===== src/rtl/uart_receiver.sv =====
// UART receive path: 2-flop input synchroniser, 16x oversampling tick generator and frame FSM.
// Define UART_RX_PARITY_EN to receive an even-parity bit between data bit 7 and the stop bit.
module uart_receiver #(
  parameter int CLK_FREQ_HZ = 100000000,
  parameter int OVERSAMPLE  = 16
) (
  input  logic       clk,
  input  logic       reset,
  input  logic [2:0] baud_select,
  input  logic       Rx_EN,
  input  logic       RxD,
  output logic [7:0] Rx_DATA,
  output logic       Rx_VALID,
  output logic       Rx_FERROR,
  output logic       Rx_PERROR
);

  localparam logic [2:0] IDLE   = 3'd0;
  localparam logic [2:0] START  = 3'd1;
  localparam logic [2:0] DATA   = 3'd2;
`ifdef UART_RX_PARITY_EN
  localparam logic [2:0] PARITY = 3'd3;
`endif
  localparam logic [2:0] STOP   = 3'd4;

  // Tick indices within one bit period: centre of the start bit, and the last tick of a bit.
  localparam logic [3:0] MID_TICK  = 4'(OVERSAMPLE / 2 - 1);
  localparam logic [3:0] LAST_TICK = 4'(OVERSAMPLE - 1);

  // Clocks per oversample tick for each baud_select code, truncated.
  function automatic logic [15:0] divider_for(input logic [2:0] sel);
    int baud;
    case (sel)
      3'd0:    baud = 300;
      3'd1:    baud = 1200;
      3'd2:    baud = 4800;
      3'd3:    baud = 9600;
      3'd4:    baud = 19200;
      3'd5:    baud = 38400;
      3'd6:    baud = 57600;
      default: baud = 115200;
    endcase
    return 16'(CLK_FREQ_HZ / (OVERSAMPLE * baud));
  endfunction

  logic        rxd_meta;
  logic        rxd_s;
  logic [2:0]  state;
  logic [15:0] divider_q;
  logic [15:0] tick_cnt;
  logic [3:0]  bit_tick;
  logic [2:0]  bit_idx;
  logic [7:0]  shift_q;
  logic        tick;
  logic        bit_end;

  // NOTE: both synchroniser stages use <=; a blocking assignment here would merge them into one flop.
  always_ff @(posedge clk) begin
    if (reset) begin
      rxd_meta <= 1'b1;
      rxd_s    <= 1'b1;
    end else begin
      rxd_meta <= RxD;
      rxd_s    <= rxd_meta;
    end
  end

  assign tick    = (state != IDLE) && (tick_cnt == divider_q - 16'd1);
  assign bit_end = tick && (bit_tick == LAST_TICK);

`ifdef UART_RX_PARITY_EN
  logic parity_q;

  always_ff @(posedge clk) begin
    if (reset) begin
      parity_q  <= 1'b0;
      Rx_PERROR <= 1'b0;
    end else if (Rx_EN) begin
      if (state == PARITY && bit_end) parity_q <= rxd_s;
      if (state == STOP && bit_end)   Rx_PERROR <= (^shift_q) ^ parity_q;
    end
  end
`else
  assign Rx_PERROR = 1'b0;
`endif

  always_ff @(posedge clk) begin
    if (reset) begin
      state     <= IDLE;
      divider_q <= '0;
      tick_cnt  <= '0;
      bit_tick  <= '0;
      bit_idx   <= '0;
      shift_q   <= '0;
      Rx_DATA   <= '0;
      Rx_VALID  <= 1'b0;
      Rx_FERROR <= 1'b0;
    end else begin
      Rx_VALID <= 1'b0;
      if (!Rx_EN) begin
        // Abort whatever frame is in flight; the held outputs keep their values.
        state    <= IDLE;
        tick_cnt <= '0;
        bit_tick <= '0;
        bit_idx  <= '0;
      end else begin
        tick_cnt <= (state == IDLE || tick) ? 16'd0 : tick_cnt + 16'd1;
        if (tick) bit_tick <= bit_tick + 4'd1;

        case (state)
          IDLE: begin
            bit_tick <= '0;
            bit_idx  <= '0;
            if (!rxd_s) begin
              state     <= START;
              divider_q <= divider_for(baud_select);
            end
          end

          START: begin
            if (tick && bit_tick == MID_TICK) begin
              bit_tick <= '0;
              // A line that is high again at mid start bit was only a glitch.
              state    <= rxd_s ? IDLE : DATA;
            end
          end

          DATA: begin
            if (bit_end) begin
              shift_q <= {rxd_s, shift_q[7:1]};
              bit_idx <= bit_idx + 3'd1;
`ifdef UART_RX_PARITY_EN
              if (bit_idx == 3'd7) state <= PARITY;
`else
              if (bit_idx == 3'd7) state <= STOP;
`endif
            end
          end

`ifdef UART_RX_PARITY_EN
          PARITY: begin
            if (bit_end) state <= STOP;
          end
`endif

          STOP: begin
            // Return to IDLE mid stop bit so a start edge right after it is caught.
            if (bit_end) begin
              state     <= IDLE;
              Rx_DATA   <= shift_q;
              Rx_FERROR <= ~rxd_s;
              Rx_VALID  <= 1'b1;
            end
          end

          default: state <= IDLE;
        endcase
      end
    end
  end

endmodule


===== config.mk =====
export PLATFORM = sky130hd
export DESIGN_NAME = uart_receiver
export DESIGN_NICKNAME = d
export VERILOG_FILES = /design/src/rtl/uart_receiver.sv
export SDC_FILE = /design/constraint.sdc
export NUM_CORES = 1
export LEC_CHECK = 0
export CORE_MARGIN = 2
export CORE_UTILIZATION = 25
export DETAILED_ROUTE_END_ITERATION = 8
export SYNTH_ARGS = -nofsm -noshare
export SYNTH_HDL_FRONTEND = slang
export SYNTH_SLANG_ARGS = --single-unit

===== constraint.sdc =====
create_clock -name clk -period 50.9 [get_ports clk]
set_clock_uncertainty 0.1 [all_clocks]
set_input_delay 10.18 -clock clk [delete_from_list [all_inputs] [get_ports clk]]
set_output_delay 10.18 -clock clk [all_outputs]
set_load 0.03 [all_outputs]

## After elaboration in Yosys (flattened, before gate mapping)

Cells that the tools add are included.

| word-level totals | value |
|---|---|
| input port bits | 7 |
| logic and storage cells | 71 |
| register bits after elaboration | 62 |

| operators by class | value |
|---|---|
| add/subtract/negate cells | 4 |
| reductions and logical operators | 16 |
| equality and inequality tests | 18 |
| muxes and demuxes | 18 |
| bitwise logic cells | 3 |
| div/mod/pow operators | 1 |

Operators by type and width:

| operator | count |
|---|---|
| case mux 17 bit (7 select lines) | 1 |
| two-way mux 28 bit | 4 |
| divider 28 x 32 -> 32 bit, first input constant | 1 |
| two-way mux 3 bit | 6 |
| adder 16 x 1 -> 16 bit, second input constant | 1 |
| equality test 16 bit | 1 |
| subtractor 16 x 1 -> 16 bit, second input constant | 1 |
| equality test 3 bit, second input constant | 5 |
| case mux 3 bit (4 select lines) | 1 |
| inequality test 2 bit, second input constant | 5 |
| equality test 3 x 2 -> 1 bit, second input constant | 3 |
| AND reduction 3 bit | 3 |
| two-way mux 4 bit | 2 |
| case mux 4 bit (2 select lines) | 1 |
| equality test 3 x 1 -> 1 bit, second input constant | 2 |
| logical NOT 3 bit | 2 |
| case mux 3 bit (2 select lines) | 1 |
| OR reduction 3 bit | 2 |
| AND reduction 5 bit | 1 |
| adder 4 x 1 -> 4 bit, second input constant | 1 |
| equality test 4 x 3 -> 1 bit, second input constant | 1 |
| equality test 4 bit, second input constant | 1 |
| adder 3 x 1 -> 3 bit, second input constant | 1 |
| logical AND 1 bit | 3 |
| 8 further kinds | 10 |

## Depth between registers and ports, before layout

| depth | value |
|---|---|
| depth after elaboration | 7 |
| depth in mapped cells | 258 |
| mapped depth without buffers | 233 |

## Worst setup path after synthesis

OpenSTA, ideal clock, no wires.

| path | value |
|---|---|
| path type | input to register |
| start | input baud_select[2] |
| end | register divider_q[0] |
| path slack | -1.068 ns |
| cell stages on the path | 231 |
| data arrival time | 51.734 ns |
| path through | buf_6 > buf_4 > buf_4 > nor2_1 > inv_1 > clkbuf_1 > ha_1 > xor2_1 > nand3_1 > o31ai_2 > o21ai_4 > nand2_4 > nand2b_1 > ha_1 > a21oi_1 > o21ai_0 > or2_2 > a211oi_1 > [195 not listed] > o21ai_0 > nand2b_1 > and3_1 > nor2b_1 > a311o_1 > o221ai_1 > o211ai_1 > mux2i_1 > xnor2_1 > ha_1 > a21oi_1 > nor2b_1 > o21ai_0 > nand2_1 > o21ai_0 > o211ai_1 > a21oi_1 > a311oi_1 |

| between the ends | value |
|---|---|
| longest elaborated chain between the ends | 7 |
| elaborated cells on any way between the ends | 13 |
| those cells by class | div (1); eq/ne (6); mux (5); reduce/logical (1) |

RTL lines:

| element | RTL line | RTL |
|---|---|---|
| start: declaration | 9 | `input logic [2:0] baud_select,` |
| equality test 3 bit, or another cell as far along | 33 | `case (sel)` |
| case mux 17 bit (7 select lines) (*) | 33 |  |
| two-way mux 28 bit (*) | 114 | `if (!rxd_s) begin` |
| two-way mux 28 bit (*) | 110 | `case (state)` |
| two-way mux 28 bit (*) | 100 | `if (!Rx_EN) begin` |
| two-way mux 28 bit (*) | 88 | `if (reset) begin` |
| divider 28 x 32 -> 32 bit (*) | 43 | `return 16'(CLK_FREQ_HZ / (OVERSAMPLE * baud));` |
| end signal: assignment | 116 | `divider_q <= divider_for(baud_select);` |
| end: declaration | 49 | `logic [15:0] divider_q;` |

Mark *: on every way between the ends. The rest lies on a longest branch, timed or not. The select of a mux whose other input is x is not followed.
A chain may end at the register's enable or synchronous reset.

## Worst setup path after layout

| path | value |
|---|---|
| start | input baud_select[1] |
| end | register divider_q[0] |

Same word-level chain as after synthesis.

==> reports/results.txt <==
For the relative max-transition margin, the log shows 29.59%. Counting along the longest clock path gives a buffer depth of 2. Summing the areas of all and, or, nand and nor instances in the mapped netlist gives 28.98% of the synthesized area.

The run gives 75,990 sq um as the die footprint. The run finished with clean final reports. Across all setup checks in the final design, the least slack found is 2182 ps. At the worst endpoint, the required time is 50,970 ps.

Dividing the detail-routed wire length by the instance count gives 19.66 um. The tools report the source-to-sink clock delay at the later pin of the worst-skew pair as 330 ps. Counting flops and latches in the post-synthesis netlist gives 62.

For the maximum achievable frequency, the log shows 20.53 MHz. Entering global routing, the biggest net connects 39 pins. The path class of the tightest hold or removal check is reg2reg.

The count of nets after finishing was 2,981; the fraction of layout cells with a size suffix above 1 was 18.15%. For this run, the leading register cell type out of synthesis is sky130_fd_sc_hd__dfxtp_1. Summing all placed instances gives a cell area of 20,620 sq um. The share of synthesized area occupied by flip-flops and latches is 6.727%. The logs give 7,874 for the number of fill cells and 131 for the count of cell types in the netlist. For this design the top-level I/O count stands at 18. The first global-routing pass estimated 113,600 um of wire. The total area inside the core boundary comes to 72,960 sq um. In the synthesized netlist the async set-or-reset flop fraction comes to 0%.

The cell type with the largest total area after synthesis was sky130_fd_sc_hd__ha_1. For this run, the number of Yosys warnings is 0. The post-synthesis cell count is 2,630.

Total congestion overflow: 0. After synthesis, the cell types taking the most area are sky130_fd_sc_hd__ha_1, sky130_fd_sc_hd__dfxtp_1, sky130_fd_sc_hd__nor2_1. The run gives 0 as the number of max-slew violations in the final report. Share of Yosys cell area claimed by the top area cell type: 12.48%. CTS root buffer: sky130_fd_sc_hd__clkbuf_16. Max-cap violations in this run came to 0. Slowest stage cell on the critical path: sky130_fd_sc_hd__a311o_1.

Before antenna repair, the detailed router went through 7 iterations. The run gives 18,450 sq um as the synthesized cell area. The number of synthesized flops with an enable pin was 0; the design area was 21,920 sq um. The tools report the total number of vias as 21,370. The final layout contains routed wiring with a total length of 73,780 um. The largest single stage delay on the critical path is 470 ps. The die span in x came out at 275.7 um. The number of hold violations in the final report was 0; the remaining antenna violation count was 0. For the pin with the worst max-slew slack, the measured transition is 1052 ps. The endpoint type of the worst setup path is a flop. The total DRC errors in the routed layout is 0, and the number of standard-cell rows in the floorplan is 99. Main combinational cell family by area after synthesis: compound AO/OA/AOI/OAI gates. After detailed routing, the number of vias per cell comes to 5.694. The via count of the first global-routing pass was 19,670; the xor-xnor portion of the synthesized cell area was 9.019%. For the number of buffers added to fix hold violations after cts, the log shows 0. The setup slack at placement is -885.8 ps, and the initial antenna violation count is 0. Averaged over all synthesized cells, the footprint is 7.016 sq um.

The total number of H-tree levels came out at 3. The HPWL after detailed placement is 55,930 um, and the post-route fraction of the period consumed by the critical path is 95.71%. Relative to the synthesized area, the layout overhead comes to 18.82%. The end-of-flow core utilization is 30.05%, and the number of CTS-inserted buffers is 9. For the setup-violating endpoint count in the final report, the log shows 0.

The clock period minus worst slack was 48,720 ps. The type of the worst setup path is in2reg. The number of clock sinks seen by CTS was 62. In this run the worst path has a maximum fanout of 12. The type of element launching the critical path is an input pin. For the DRC marker count from the first detailed-route iteration, the log shows 2,241.

Clock-pin slew was measured on the worst setup and hold paths at 50 ps. The cell that appears most often on the critical path is sky130_fd_sc_hd__ha_1. After Yosys synthesis, full adders, half adders and majority gates account for 12.59% of the synthesized area. The post-synthesis compound-gate area fraction was 31.63%; the data arrival time of the critical path was 48,790 ps. For the number of antenna repair diodes, the log shows 0.

The count of buffers added on input and output ports is 16. The portion of netlist area occupied by mux cells works out to 5.282%. TritonCTS built the clock tree. The initial standard-cell utilization of the core was 25.29%; the global routing usage summed across all routing layers was 18.68%. In this run the vertical extent of the chip is 275.7 um. For the routability-driven placement congestion ratio, the log shows 0.9610.
cell type report:
class	count	area, sq um	area share [%]
multi-input combinational	2372	16800	76.61
timing repair buffer	264	2091	9.536
tap	959	1200	5.473
inverter	80	305.3	1.392
clock inverter	6	62.56	0.2853
sequential	62	1241	5.661
clock buffer	10	229.0	1.044
per-layer routing:
metal,track usage (%),vias to the layer above,share of wire [%]
li1,-,10130,-
met1,25.71,9933,43
met2,29.15,1068,43
met3,2.384,239,8.9
met4,7.937,0,4.9
met5,0,-,0
path summary, 6_finish.rpt:
check	end	from	depth (start not counted)	slack, ps
worst max-delay path	divider_q[0]$_SDFFE_PP0P_	baud_select[1]	213	2180
worst min-delay path	rxd_s$_SDFF_PP1_	rxd_meta$_SDFF_PP1_	1	310
worst max register to register	Rx_DATA[4]$_SDFFE_PP0P_	divider_q[2]$_SDFFE_PP0P_	12	46120
worst min register to register	rxd_s$_SDFF_PP1_	rxd_meta$_SDFF_PP1_	1	310
cell usage in the layout (no fill, tap or decap), types with 62 or more instances in the layout:
master                      n
sky130_fd_sc_hd__nor2_1   294
sky130_fd_sc_hd__buf_4    240
sky130_fd_sc_hd__nand2_1  230
sky130_fd_sc_hd__a21oi_1  199
sky130_fd_sc_hd__ha_1     171
sky130_fd_sc_hd__xnor2_1  117
sky130_fd_sc_hd__o21ai_0  114
sky130_fd_sc_hd__nand3_1   98
sky130_fd_sc_hd__inv_1     72
sky130_fd_sc_hd__xor2_1    70
sky130_fd_sc_hd__a21o_1    68
sky130_fd_sc_hd__nor3_1    63
sky130_fd_sc_hd__dfxtp_1   62
cell usage after synthesis (24+ instances only):
cell,instances
sky130_fd_sc_hd__nor3_1,68
sky130_fd_sc_hd__nand2_1,233
sky130_fd_sc_hd__clkbuf_1,50
sky130_fd_sc_hd__buf_4,41
sky130_fd_sc_hd__ha_1,184
sky130_fd_sc_hd__a21oi_1,217
sky130_fd_sc_hd__a31oi_1,42
sky130_fd_sc_hd__or3_1,32
sky130_fd_sc_hd__and2_1,29
sky130_fd_sc_hd__nor2_1,309
sky130_fd_sc_hd__xnor2_1,118
sky130_fd_sc_hd__nor2b_1,31
sky130_fd_sc_hd__nand2b_1,46
sky130_fd_sc_hd__and3_1,40
sky130_fd_sc_hd__nand3_1,100
sky130_fd_sc_hd__o211ai_1,30
sky130_fd_sc_hd__a211oi_1,48
sky130_fd_sc_hd__nand4_1,34
sky130_fd_sc_hd__a21o_1,68
sky130_fd_sc_hd__xor2_1,72
sky130_fd_sc_hd__dfxtp_1,62
sky130_fd_sc_hd__o31ai_1,24
sky130_fd_sc_hd__mux2i_1,58
sky130_fd_sc_hd__o21ai_0,129
sky130_fd_sc_hd__inv_1,73
sky130_fd_sc_hd__o21a_1,43
flip-flops by register name (all words and copies together) (netlist names):
signal / cells
Rx_VALID: 1
tick_cnt: 16
bit_tick: 4
shift_q: 8
Rx_DATA: 8
divider_q: 16
rxd_s: 1
state: 3
bit_idx: 3
rxd_meta: 1
Rx_FERROR: 1
cell families after synthesis:
kind of cell | after synthesis
buffers and inverters | 203
AND/OR/NAND/NOR | 1058
adder cells (fa/ha/maj) | 185
multiplexers | 90
flip-flops | 62
XOR/XNOR | 190
AO/OA/AOI/OAI | 840
other | 2
timing repair:
action,in CTS,in global routing
endpoints found under the setup margin,1,2
cloned,1,2
gates resized for setup,12,131
buffers inserted,1,50
pin swaps,1,50
metrics by stage:
step	hold WS (ps)	cells	TNS, ps
4_1_cts	315.5	3701	0
3_5_place_dp	300.5	3683	-885.8
6_report	310.4	3753	0
5_1_grt	330.4	3753	-379.5
2_1_floorplan	289.5	2635	0
3_3_place_gp	305.4	3683	-621.2
critical path: cells and delay by family:
family	cells	cell delay (ps)
AOI/OAI and AO/OA	97	17540
adders and majority gates	19	6030
muxes	9	2450
xor gates and xnor gates	2	400
and+or+nand+nor	71	9790
buffers and inverters	15	2320
Power is left out: the tool's default activity adds up to more than one toggle a clock period on the data nets, which glitch-free logic cannot reach.
